`src/rtl/app_instr_sender_pkg.sv`:
```
// rtl/app_instr_sender_pkg.sv - softMC instruction fields and sender FSM encoding
package app_instr_sender_pkg;

  localparam int INSTR_W    = 32;
  localparam int OPCODE_MSB = 31;
  localparam int OPCODE_LSB = 28;

  // Matches END_ISEQ in softMC.inc
  localparam logic [3:0] END_ISEQ = 4'b0000;

  typedef enum logic [2:0] {
    ST_IDLE,
    ST_WAIT_ACK,
    ST_WAIT_START,
    ST_WAIT_DONE,
    ST_ERROR
  } sender_state_t;

  function automatic logic is_end_iseq(input logic [INSTR_W-1:0] instr);
    return instr[OPCODE_MSB:OPCODE_LSB] == END_ISEQ;
  endfunction

endpackage

```
`src/rtl/app_instr_sender_instr_stage_fifo.sv`:
```
// rtl/app_instr_sender_instr_stage_fifo.sv - first-word-fall-through staging FIFO for host instruction words
module instr_stage_fifo
  import app_instr_sender_pkg::*;
#(
  parameter int DEPTH = 16
) (
  input  logic                     clk,
  input  logic                     rst,
  input  logic                     push,
  input  logic [INSTR_W-1:0]       wr_data,
  input  logic                     pop,
  output logic [INSTR_W-1:0]       rd_data,
  output logic                     full,
  output logic                     empty,
  output logic [$clog2(DEPTH):0]   count
);

  localparam int AW = $clog2(DEPTH);

  logic [INSTR_W-1:0] mem [DEPTH];
  logic [AW:0]        wr_ptr;
  logic [AW:0]        rd_ptr;
  logic               do_push;
  logic               do_pop;

  assign do_push = push && !full;
  assign do_pop  = pop && !empty;

  // Extra pointer bit distinguishes full from empty when the indices match
  assign full    = (wr_ptr[AW] != rd_ptr[AW]) && (wr_ptr[AW-1:0] == rd_ptr[AW-1:0]);
  assign empty   = (wr_ptr == rd_ptr);
  assign count   = wr_ptr - rd_ptr;
  assign rd_data = mem[rd_ptr[AW-1:0]];

  always_ff @(posedge clk) begin
    if (rst) begin
      wr_ptr <= '0;
      rd_ptr <= '0;
    end else begin
      if (do_push) wr_ptr <= wr_ptr + 1'b1;
      if (do_pop)  rd_ptr <= rd_ptr + 1'b1;
    end
  end

  always_ff @(posedge clk) begin
    if (do_push) mem[wr_ptr[AW-1:0]] <= wr_data;
  end

endmodule

```
`src/rtl/app_instr_sender.sv`:
```
// rtl/app_instr_sender.sv - stages host instruction words and hands them to softMC one at a time
module app_instr_sender
  import app_instr_sender_pkg::*;
#(
  parameter int FIFO_DEPTH  = 16,
  parameter int ACK_TIMEOUT = 1024,
  parameter int CNT_WIDTH   = 16
) (
  input  logic                 clk,
  input  logic                 rst,
  input  logic                 s_valid,
  output logic                 s_ready,
  input  logic [31:0]          s_instr,
  output logic                 app_en,
  output logic [31:0]          app_instr,
  input  logic                 app_ack,
  input  logic                 iq_full,
  input  logic                 processing_iseq,
  output logic                 busy,
  output logic                 iseq_done,
  output logic [CNT_WIDTH-1:0] instr_count,
  output logic                 ack_err,
  input  logic                 clear
);

  localparam int TW = $clog2(ACK_TIMEOUT + 1);

  sender_state_t             state, state_n;
  logic                      rdy_en;
  logic                      fifo_full, fifo_empty, fifo_push, fifo_pop;
  logic [31:0]               fifo_data;
  logic [$clog2(FIFO_DEPTH):0] fifo_count;
  logic [TW-1:0]             ack_timer, ack_timer_n;
  logic                      app_en_n, iseq_done_n, ack_err_n;
  logic [31:0]               app_instr_n;
  logic [CNT_WIDTH-1:0]      count_n;

  // rdy_en keeps s_ready low while rst is held and for the reset edge itself
  assign s_ready   = rdy_en && !fifo_full;
  assign fifo_push = s_valid && s_ready;
  assign busy      = (state != ST_IDLE) || (fifo_count != '0);

  instr_stage_fifo #(.DEPTH(FIFO_DEPTH)) u_fifo (
    .clk     (clk),
    .rst     (rst),
    .push    (fifo_push),
    .wr_data (s_instr),
    .pop     (fifo_pop),
    .rd_data (fifo_data),
    .full    (fifo_full),
    .empty   (fifo_empty),
    .count   (fifo_count)
  );

  always_comb begin
    state_n     = state;
    app_en_n    = app_en;
    app_instr_n = app_instr;
    count_n     = instr_count;
    iseq_done_n = 1'b0;
    ack_err_n   = ack_err;
    ack_timer_n = ack_timer;
    fifo_pop    = 1'b0;
    if (clear) begin
      state_n     = ST_IDLE;
      app_en_n    = 1'b0;
      count_n     = '0;
      ack_err_n   = 1'b0;
      ack_timer_n = '0;
    end else begin
      case (state)
        ST_IDLE: begin
          if (!fifo_empty && !iq_full) begin
            fifo_pop    = 1'b1;
            app_instr_n = fifo_data;
            app_en_n    = 1'b1;
            ack_timer_n = '0;
            state_n     = ST_WAIT_ACK;
          end
        end
        ST_WAIT_ACK: begin
          // An ack on the final allowed cycle still beats the timeout
          if (app_ack) begin
            app_en_n = 1'b0;
            count_n  = instr_count + CNT_WIDTH'(1);
            state_n  = is_end_iseq(app_instr) ? ST_WAIT_START : ST_IDLE;
          end else if (ack_timer == TW'(ACK_TIMEOUT - 1)) begin
            app_en_n  = 1'b0;
            ack_err_n = 1'b1;
            state_n   = ST_ERROR;
          end else begin
            ack_timer_n = ack_timer + TW'(1);
          end
        end
        ST_WAIT_START: begin
          if (processing_iseq) state_n = ST_WAIT_DONE;
        end
        ST_WAIT_DONE: begin
          if (!processing_iseq) begin
            iseq_done_n = 1'b1;
            state_n     = ST_IDLE;
          end
        end
        ST_ERROR: begin
          app_en_n  = 1'b0;
          ack_err_n = 1'b1;
        end
        default: state_n = ST_IDLE;
      endcase
    end
  end

  always_ff @(posedge clk) begin
    if (rst) begin
      state       <= ST_IDLE;
      rdy_en      <= 1'b0;
      app_en      <= 1'b0;
      app_instr   <= '0;
      instr_count <= '0;
      iseq_done   <= 1'b0;
      ack_err     <= 1'b0;
      ack_timer   <= '0;
    end else begin
      state       <= state_n;
      rdy_en      <= 1'b1;
      app_en      <= app_en_n;
      app_instr   <= app_instr_n;
      instr_count <= count_n;
      iseq_done   <= iseq_done_n;
      ack_err     <= ack_err_n;
      ack_timer   <= ack_timer_n;
    end
  end

endmodule

```
`config.mk`:
```
export PLATFORM = sky130hd
export DESIGN_NAME = app_instr_sender
export DESIGN_NICKNAME = d
export VERILOG_FILES = /design/src/rtl/app_instr_sender_pkg.sv /design/src/rtl/app_instr_sender_instr_stage_fifo.sv /design/src/rtl/app_instr_sender.sv
export SDC_FILE = /design/constraint.sdc
export NUM_CORES = 1
export LEC_CHECK = 0
export ABC_AREA = 1
export BUFFER_PORTS_ARGS = -buffer_cell sky130_fd_sc_hd__buf_2
export CAP_MARGIN = 20
export CORE_MARGIN = 4
export CORE_UTILIZATION = 40
export CTS_CLUSTER_DIAMETER = 30
export CTS_CLUSTER_SIZE = 40
export DETAILED_ROUTE_END_ITERATION = 7
export HOLD_SLACK_MARGIN = 0.03
export SYNTH_ARGS = -nofsm -noshare
export SYNTH_HDL_FRONTEND = slang
export SYNTH_SLANG_ARGS = --single-unit
```
`constraint.sdc`:
```
create_clock -name clk -period 4.3 [get_ports clk]
set_input_delay 0.43 -clock clk [delete_from_list [all_inputs] [get_ports clk]]
set_output_delay 0.43 -clock clk [all_outputs]
set_load 0.01 [all_outputs]
```
== Yosys cells after proc, flatten, opt, wreduce, memory -nomap -nowiden ==
Memories as Yosys holds them, arrays and structs flattened. A register that Yosys moved wholly into a read port is not among the register bits.
Cells that the tools add are included.
W data, S select, Z words.

* Register bits: 44
* Memory bits (writable): 512
* Input bits: 39
* Output and inout bits: 53
* Word-level logic and storage cells: 83
* Memories kept: 1

{| class="wikitable"
|+ Memory list
! memory !! words !! width !! rd ports !! clocked after Yosys merged registers in !! wr ports !! RTL line !! text
|-
| u_fifo.mem || 16 || 32 || 1 || 1 || 1 || app_instr_sender_instr_stage_fifo.sv:20 || <nowiki>logic [INSTR_W-1:0] mem [DEPTH];</nowiki>
|}

* $add $sub $neg: 5
* Equal/unequal tests: 15
* Mux-type cells: 25
* Bitwise operators: 3
* Reduce and logical (&&, ||, !) cells: 25

{| class="wikitable"
|+ Operator list
! operator !! count
|-
| $mux W11 || 3
|-
| $pmux W11 S2 || 1
|-
| $add A16 B1 Y16 const B || 1
|-
| $mux W3 || 5
|-
| $pmux W3 S5 || 1
|-
| $mux W1 || 12
|-
| $ne A2 B2 Y1 const B || 6
|-
| $add A11 B1 Y11 const B || 1
|-
| $eq A11 B10 Y1 const B || 1
|-
| $add A5 B1 Y5 const B || 2
|-
| $reduce_and A3 Y1 || 3
|-
| $eq A3 B2 Y1 const B || 2
|-
| $logic_and A1 B1 Y1 || 6
|-
| $reduce_bool A3 Y1 || 2
|-
| $eq A5 B5 Y1 || 1
|-
| $reduce_and A5 Y1 || 1
|-
| $reduce_bool A5 Y1 || 1
|-
| $sub A5 B5 Y5 || 1
|-
| $eq A4 B4 Y1 || 1
|-
| $logic_not A4 Y1 || 1
|-
| $reduce_and A4 Y1 || 1
|-
| $reduce_bool A2 Y1 || 2
|-
| $eq A3 B1 Y1 const B || 1
|-
| $eq A3 B3 Y1 const B || 1
|-
| other kinds (12) || 16
|}

== Depth between registers and ports, before layout ==
Gate-level depths: netlist of the first run.

* Depth after elaboration: 8
* Mapped depth: 14
* Mapped depth without buffers: 12

== Cells and area by module ==
A second synthesis of the first run with hierarchy kept.

* Cells, all modules: 2,640
* Area, all modules: 25,914.9 sq um

{| class="wikitable"
|+ By module, submodules not included
! module !! times used !! cells each !! area an instance (sq um) !! sequential area each (sq um)
|-
| instr_stage_fifo || 1 || 2,203 || 22,912.0 || 15,655.0
|-
| app_instr_sender || 1 || 437 || 3,002.9 || 1,321.3
|}

== Least setup slack after synthesis of the first run ==
No wires, ideal clock.

* Path kind: register -> register
* From: register u_fifo.rd_ptr[2]
* To: memory u_fifo.mem[7][0], enable pin
* Setup time: 0.461 ns
* Arrival time: 3.850 ns
* Data required time: 3.839 ns
* Slack: -0.011 ns
* Cell stages (with the launch flop): 11
* Path buffers: 3
* Clock period less this slack: 4.311 ns
* Path through: dfxtp_1 -> buf_2 -> clkinv_1 -> clkbuf_1 -> ha_1 -> nand2_1 -> nor2_1 -> nand2_1 -> nand3_1 -> clkbuf_1 -> nor3_1

* Cells in the longest elaborated chain, start to end: 8

{| class="wikitable"
|+ Ends and longest elaborated chain
! element !! RTL line !! text
|-
| start: declaration || app_instr_sender_instr_stage_fifo.sv:22 || <nowiki>logic [AW:0] rd_ptr;</nowiki>
|-
| start signal: assignment || app_instr_sender_instr_stage_fifo.sv:41 || <nowiki>if (do_pop) rd_ptr <= rd_ptr + 1'b1;</nowiki>
|-
| $eq A4 B4 Y1 * || app_instr_sender_instr_stage_fifo.sv:30 || <nowiki>assign full = (wr_ptr[AW] != rd_ptr[AW]) && (wr_ptr[AW-1:0] == rd_ptr[AW-1:0]);</nowiki>
|-
| $logic_and A1 B1 Y1 * || app_instr_sender_instr_stage_fifo.sv:30 ||
|-
| $logic_not A1 Y1 * || app_instr_sender_instr_stage_fifo.sv:26, app_instr_sender.sv:39 ||
|-
| $logic_and A1 B1 Y1 || app_instr_sender.sv:39 || <nowiki>assign s_ready = rdy_en && !fifo_full;</nowiki>
|-
| $logic_and A1 B1 Y1 || app_instr_sender.sv:40 || <nowiki>assign fifo_push = s_valid && s_ready;</nowiki>
|-
| $logic_and A1 B1 Y1 * || app_instr_sender_instr_stage_fifo.sv:26 || <nowiki>assign do_push = push && !full;</nowiki>
|-
| $mux W1 * || app_instr_sender_instr_stage_fifo.sv:46 || <nowiki>if (do_push) mem[wr_ptr[AW-1:0]] <= wr_data;</nowiki>
|-
| $mux W1 (not written as such) * || app_instr_sender_instr_stage_fifo.sv:46 ||
|-
| end: declaration || app_instr_sender_instr_stage_fifo.sv:20 ||
|}

Mark *: on every way between the ends. The rest lies on a longest branch, timed or not.

== Worst setup path in the final report of the first run ==
* From: register u_fifo.wr_ptr[0]
* To: output port busy

* Cells in the longest elaborated chain, start to end: 3

{| class="wikitable"
|+ Ends and longest elaborated chain
! element !! RTL line !! text
|-
| start: declaration || app_instr_sender_instr_stage_fifo.sv:21 || <nowiki>logic [AW:0] wr_ptr;</nowiki>
|-
| start signal: assignment || app_instr_sender_instr_stage_fifo.sv:40 || <nowiki>if (do_push) wr_ptr <= wr_ptr + 1'b1;</nowiki>
|-
| $sub A5 B5 Y5 || app_instr_sender_instr_stage_fifo.sv:32 || <nowiki>assign count = wr_ptr - rd_ptr;</nowiki>
|-
| $reduce_bool A5 Y1 || app_instr_sender.sv:41 || <nowiki>assign busy = (state != ST_IDLE) || (fifo_count != '0);</nowiki>
|-
| $logic_or A1 B1 Y1 || app_instr_sender.sv:41 ||
|-
| end: declaration || app_instr_sender.sv:19 || <nowiki>output logic busy,</nowiki>
|}

Every way passes these cells.

==> summary.md, run 1 <==
| Metric | Value |
|---|---|
| Post-route worst setup slack | 1.31 ns |
| Syn_nets | 2275 |
| Worst-path cell chain | inv_1 > ha_1 > fa_1 > o21ai_0 > xor2_1 > nand3_1 > buf_2 |
| Library cells used by synthesis | 33 |
| Violated checks | DRC |
| Final hold violation count | 0 |
| Die W | 254 um |
| Worst path bufs/invs | 2 |
| Most common library cells after synthesis | edfxtp_1 (512), nor2_1 (457), nand2_1 (361), o21ai_0 (233), inv_1 (148) |
| Fill count | 5220 |
| Synth top area share | 63.4% |
| Largest net degree at the start of global routing | 209 |
| Vias per cell | 5.19 |
| CP Max Fanout | 5 |
| Share of layout cells above drive strength 1 | 14.4% |
| Final core utilization | 50.0% |
| Area occupied by multi-input gates | 0.00628 mm2 |
| Vias in the first global route | 16100 |
| Detailed Route WL | 61800 um |
| Crit path depth | 7 |
| Number of flops mapped to enable cells by yosys | 512 |
| Clock skew | 0.0238 ns |
| Leak | 11.2 nW |
| Nets | 2402 |
| Worst EP required | 3.87 ns |
| Status | complete, but fails checks |
| Die Span Y | 254 um |
| DRC | 3 |
| Peak supply drop | 360 uV |
| Clock-pin slew on the worst setup and hold paths | 0.04 ns |
| Placed insts | 3003 |
| Max Root-Sink Buffers | 3 |
| Vias after detailed routing | 16700 |
| Die area | 0.0646 mm2 |
| First-pass GRT wire length | 94900 um |
| Synth Area per Inst | 10.9 um2 |
| Fmax | 335 MHz |
| Reg area | 0.0169 mm2 |
| Core ar. | 0.0595 mm2 |
| Worst path top cell family by delay | adder cells |
| Port Buf Inserts | 91 |
| DP HPWL | 34100 um |
| Cell area after layout | 0.0297 mm2 |
| Hold path depth | 2 |
| Post-CTS Hold Buffers | 1 |
| Setup CP Type | register to primary output |
| Gr usage total | 19.1% |
| H-tree depth | 3 |
| Fin crit share | 69.5% |
| Post-synth top area cell | edfxtp_1 |
| Worst r2r path cells | 11 |
| Placed Area | 0.0256 mm2 |
| Pwr Density | 565 mW/mm2 |
| Total power | 16.8 mW |
| DR WL/cell | 19.2 um |
| Cts repair resizes | 0 |
| Final non-filler cell total | 3225 |
| Main flop type after synthesis | edfxtp_1 |
| Largest stage delay, worst path | 0.41 ns |
| Sequential area share after synthesis | 69.7% |
| CP Capture Type | primary output |
| Final Setup Violations | 0 |
| Number of core rows | 89 |
| Area Growth Syn to Fin | 22.6% |
| Clk sink count | 588 |
| Worst EP arrival | 2.56 ns |
| Max-Cap Viols | 0 |
| RSZ-0062 raised after global routing | no |
| Initial antenna violation count | 3 |
| Worst-Skew Late Latency | 0.65 ns |
| Dpl ws | 1.28 ns |
| Synthesized cell area | 0.0242 mm2 |
| Total iterations of the first detailed-routing run | 8 |
| Detailed router's first-iteration violation count | 1587 |
| I/O pin cnt | 92 |
| Routed Antenna Nets | 0 |
| Worst slew pin tran | 1.08 ns |
| Final hold slack | 0.114 ns |
| Syn. warnings | 0 |
| RD Place Congestion | 0.822 |
| Most frequent cell after synthesis | edfxtp_1 |
| Starting Density | 40.8% |
| Crit path max-delay cell type | fa_1 |
| Root Driver | clkbuf_16 |
| Final slew viol count | 0 |
| Post-CTS Setup Inserts | 0 |
| Class of the worst hold path | input port to register |
| Worst slew margin | 27.9% |
| Synth Register Bits | 588 |
| Total gr overflow | 0 |
| CP Launch Type | register |
| Total CTS buffers | 116 |
| Syn Inst Count | 2224 |
| Asr flop ratio synth | 0% |
| Final min period | 2.99 ns |
| Setup tns final | 0 ns |
| Synth area leaders | edfxtp_1 (63%), nor2_1 (7.1%), dfxtp_1 (6.3%), nand2_1 (5.6%), o21ai_0 (4.8%) |
| CTS tree | built |
cell families (layout without fill, tap and decap cells):
group                    Yosys count  count (layout)  share of synthesized area, %
AO/OA/AOI/OAI                    405             405                          9.08
XOR/XNOR                           8               8                         0.289
adder cells (fa/ha/maj)           12              12                         0.650
buffers and inverters            271             498                          4.97
flip-flops                       588             588                          69.7
other                              0               1                             0
AND/OR/NAND/NOR                  940             940                          15.3
report_power, final:
part           switching [mW]  total (mW)  internal [mW]
logic                   0.803        1.13          0.325
clock network            2.98        9.31           6.33
registers              0.0557        6.35           6.29
total                    3.83        16.8           12.9
state kept, by name, indices dropped and copies added (netlist names), 3 cells and up:
signal / flops
u_fifo.rd_ptr: 5
app_instr: 32
u_fifo.wr_ptr: 5
u_fifo.mem: 512
ack_timer: 11
instr_count: 16
state: 3
path summary, 6_finish.rpt:
path	from	endpoint	slack [ns]
max	u_fifo.wr_ptr[0]	busy	1.31
min	rst	u_fifo.rd_ptr[3]	0.11
max reg2reg	u_fifo.rd_ptr[1]	u_fifo.mem[9][6]	1.32
min reg2reg	ack_err	ack_err	0.47
metal layers:
metal / track usage (%) / share of wire, %
met5: 0 / 0.039
met4: 6.07 / 2.1
met3: 4.24 / 7.8
met2: 29.5 / 45
met1: 27.1 / 45
layout by cell type, fill, tap and decap left out, types with 4 or more instances in the layout:
| cell | netlist | layout |
|---|---|---|
| edfxtp_1 | 512 | 512 |
| nor2_1 | 457 | 441 |
| nand2_1 | 361 | 361 |
| o21ai_0 | 233 | 233 |
| inv_1 | 148 | 146 |
| clkbuf_16 | 0 | 118 |
| nand3_1 | 95 | 95 |
| buf_2 | 36 | 91 |
| dfxtp_1 | 76 | 73 |
| o211ai_1 | 64 | 64 |
| a21oi_1 | 60 | 60 |
| o21ai_1 | 43 | 43 |
| buf_4 | 7 | 25 |
| bufinv_16 | 0 | 21 |
| nor2_4 | 2 | 18 |
| clkinv_2 | 0 | 17 |
| clkbuf_1 | 54 | 14 |
| clkinvlp_4 | 0 | 14 |
| nor3_1 | 13 | 12 |
| clkinv_1 | 2 | 12 |
| ha_1 | 11 | 11 |
| clkinv_4 | 0 | 10 |
| buf_12 | 0 | 9 |
| inv_6 | 0 | 8 |
| nand4_1 | 6 | 6 |
| xor2_1 | 6 | 6 |
| inv_2 | 2 | 4 |
| clkbuf_8 | 0 | 4 |
layout make-up:
type | count | area share (%)
antenna | 1 | 0.00842
clock buffer | 136 | 10.3
clock inverter | 82 | 3.52
inverter | 152 | 1.94
multi-input combinational | 1365 | 21.1
sequential | 588 | 56.9
tap | 773 | 3.25
timing repair buffer | 128 | 2.99
No activity file was read; power rests on OpenSTA's default activity.
==> run 2, diff against run 1 <==
- ABC_AREA: 1 -> 0
- clock period: 4.3 -> 3 ns (I/O delays scaled with it)
==> run 2 against run 1 <==
Net effect: the run now ends clean; core utilization increased by 2.1 points; cell area fell by 2.9%; first-iteration DRC count is 44% lower; area after synthesis down 7.0%; synthesized cell count fell by 46%; via count shrank 28%; critical path depth rose by 2; clock skew grew 0.034 ns; count of clock-buffer cells in the layout is 10 higher; combinational power down 49%; clock power up 42%; die area fell by 6.8%.
==> summary.md, run 2 <==
| Metric | Value |
|---|---|
| Fin crit share | 97.5% |
| CP Launch Type | register |
| Share of layout cells above drive strength 1 | 30.7% |
| Syn. warnings | 0 |
| R2R Setup Slk | 0.49 ns |
| Peak supply drop | 663 uV |
| Asr flop ratio synth | 0% |
| Pwr Density | 789 mW/mm2 |
| Gr usage total | 17.0% |
| Switch Pwr | 4.62 mW |
| Clk sink count | 588 |
| Post-route worst setup slack | 0.0745 ns |
| Max Root-Sink Buffers | 3 |
| Largest register FFs | 512 |
| Fmax | 342 MHz |
| Root Driver | clkbuf_16 |
| Total iterations of the first detailed-routing run | 5 |
| Switching Share | 20.3% |
| Final hold violation count | 0 |
| Setup CP Type | register to primary output |
| Commonest cells after routing, fill and taps aside | edfxtp_1 (512), clkbuf_16 (115), mux2i_1 (97) |
| Vias after detailed routing | 12000 |
| Worst slew margin | 39.5% |
| Syn_nets | 1255 |
| Library cells used by synthesis | 54 |
| Post-synth top area cell | edfxtp_1 |
| DP HPWL | 28000 um |
| Leak | 9.32 nW |
| Class of the worst hold path | input port to register |
| Core ar. | 0.0554 mm2 |
| Synthesized cell area | 0.0226 mm2 |
| Routed Antenna Nets | 0 |
| Worst r2r path cells | 8 |
| Area Growth Syn to Fin | 27.9% |
| Starting Density | 40.7% |
| Clock-pin slew on the worst setup and hold paths | 0.05 ns |
| Die W | 245 um |
| Reg-to-Reg Start | u_fifo.rd_ptr[2] |
| Clk pwr share | 58.0% |
| Synth area leaders | edfxtp_1 (68%), mux4_2 (9.6%), dfxtp_1 (6.7%), mux2i_1 (4.3%), o221ai_1 (1.2%) |
| Fill count | 4415 |
| Number of flops mapped to enable cells by yosys | 512 |
| CP Capture Type | primary output |
| Most frequent cell after synthesis | edfxtp_1 |
| Vias in the first global route | 12700 |
| Synth Register Bits | 588 |
| Worst EP arrival | 2.63 ns |
| Dpl ws | 0.443 ns |
| Synth Area per Inst | 18.7 um2 |
| Internal | 18.1 mW |
| Setup tns final | 0 ns |
| DR WL/cell | 22.4 um |
| Max-Cap Viols | 0 |
| Final hold slack | 0.0617 ns |
| Die area | 0.0603 mm2 |
| Final min period | 2.93 ns |
| Hold path depth | 1 |
| RD Place Congestion | 0.772 |
| Total gr overflow | 0 |
| Die Span Y | 245 um |
| Hold_sp | s_instr[7] |
| CP Max Fanout | 4 |
| Worst EP required | 2.70 ns |
| I/O pin cnt | 92 |
| Synth top area share | 68.2% |
| Initial antenna violation count | 0 |
| Sequential area share after synthesis | 74.9% |
| Most common library cells after synthesis | edfxtp_1 (512), mux2i_1 (97), mux4_2 (96), dfxtp_1 (76) |
| Placed insts | 2025 |
| Status | completed |
| Commonest non-fill, non-tap cell in the layout | edfxtp_1 |
| Final Setup Violations | 0 |
| Worst R2R End | app_instr[5] |
| Largest net degree at the start of global routing | 100 |
| Vias per cell | 5.26 |
| Number of core rows | 86 |
| Nets | 1479 |
| Detailed Route WL | 51100 um |
| Worst hold endpoint | u_fifo.mem[1][7] |
| H-tree depth | 3 |
| Syn Inst Count | 1204 |
| Port Buf Inserts | 91 |
| Clock skew | 0.0575 ns |
| First-pass GRT wire length | 77900 um |
| Worst-Skew Late Latency | 0.67 ns |
| Total power | 22.8 mW |
| Comb pwr share | 2.5% |
| Total CTS buffers | 114 |
| Main flop type after synthesis | edfxtp_1 |
| Detailed router's first-iteration violation count | 890 |
| DRC | 0 |
| CTS tree | built |
| Sequential share of power | 39.5% |
| Final slew viol count | 0 |
| Worst slew pin tran | 0.907 ns |
| Final non-filler cell total | 2279 |
## run 2: per-stage QoR
| stage | instance area, um2 | utilization (%) |
|---|---|---|
| detailed placement | 24300 | 43.9 |
| global route | 28900 | 52.1 |
| floorplan | 22700 | - |
| CTS | 28800 | 51.9 |
| global placement | 24300 | 43.9 |
| finish | 28900 | 52.1 |
## run 2: how the worst max path moves through the flow
stage | startpoint | to | slack, ns | cells past startpoint
global placement | u_fifo.rd_ptr[2] | app_instr[6] | 0.53 | 8
global route | u_fifo.wr_ptr[0] | busy | -0.01 | 9
floorplan | u_fifo.rd_ptr[1] | u_fifo.mem[10][0] | -0.04 | 10
CTS | u_fifo.wr_ptr[0] | busy | 0.06 | 9
detailed placement | u_fifo.rd_ptr[2] | app_instr[18] | 0.44 | 8
finish | u_fifo.wr_ptr[0] | busy | 0.07 | 9
## run 2: final cells by class
cell class | instances | area [um2] | area share, %
Sequential cell | 588 | 16900 | 58.6
Multi-Input combinational cell | 543 | 5530 | 19.2
Clock buffer | 146 | 3130 | 10.9
Timing Repair Buffer | 170 | 1300 | 4.50
Clock inverter | 72 | 1000 | 3.46
Tap cell | 748 | 936 | 3.24
Inverter | 11 | 43.8 | 0.152
Antenna cell | 1 | 2.50 | 0.00867
## run 2: per-layer routing
metal  routed length [um]  track usage [%]  share of wire [%]  up-vias
li1                     -                -                  -     5404
met3                 2590             3.73                5.1       87
met4                  913             4.84                1.8        0
met1                23100             23.6                 45     6193
met5                    0                0                  0        -
met2                24500             27.4                 48      307
## run 2: power by group through the flow
stage | logic (mW) | registers [mW] | clock network [mW]
2_1_floorplan | 0.248 | 9.15 | 0
3_3_place_gp | 0.511 | 9.14 | 0
3_5_place_dp | 0.523 | 9.14 | 0
4_1_cts | 0.559 | 8.99 | 13.4
5_1_grt | 0.626 | 8.99 | 13.9
6_report | 0.572 | 8.99 | 13.2
## run 2: what timing repair did
action / in CTS / in global routing
hold endpoints to repair: 412 / 0
gates resized for setup: 2 / 12
pin swaps: 0 / 5
hold buffers: 32 / 0
setup buffers: 0 / 3
setup endpoints to repair: 1 / 1
## run 2: critical path, stage by stage (launching register included)
cell     delay (ns)
dfxtp_4        0.36
inv_4          0.05
ha_4           0.16
fa_2           0.40
inv_2          0.06
a21o_1         0.12
a21oi_2        0.06
xnor2_1        0.12
or4_4          0.54
buf_6          0.14
## run 2: cell families after synthesis
kind of cell / after synthesis / share of synthesized area, %
multiplexers: 193 / 13.9
AO/OA/AOI/OAI: 144 / 4.52
flip-flops: 588 / 74.9
buffers and inverters: 73 / 1.47
adder cells (fa/ha/maj): 12 / 0.699
AND/OR/NAND/NOR: 170 / 3.56
XOR/XNOR: 24 / 0.965
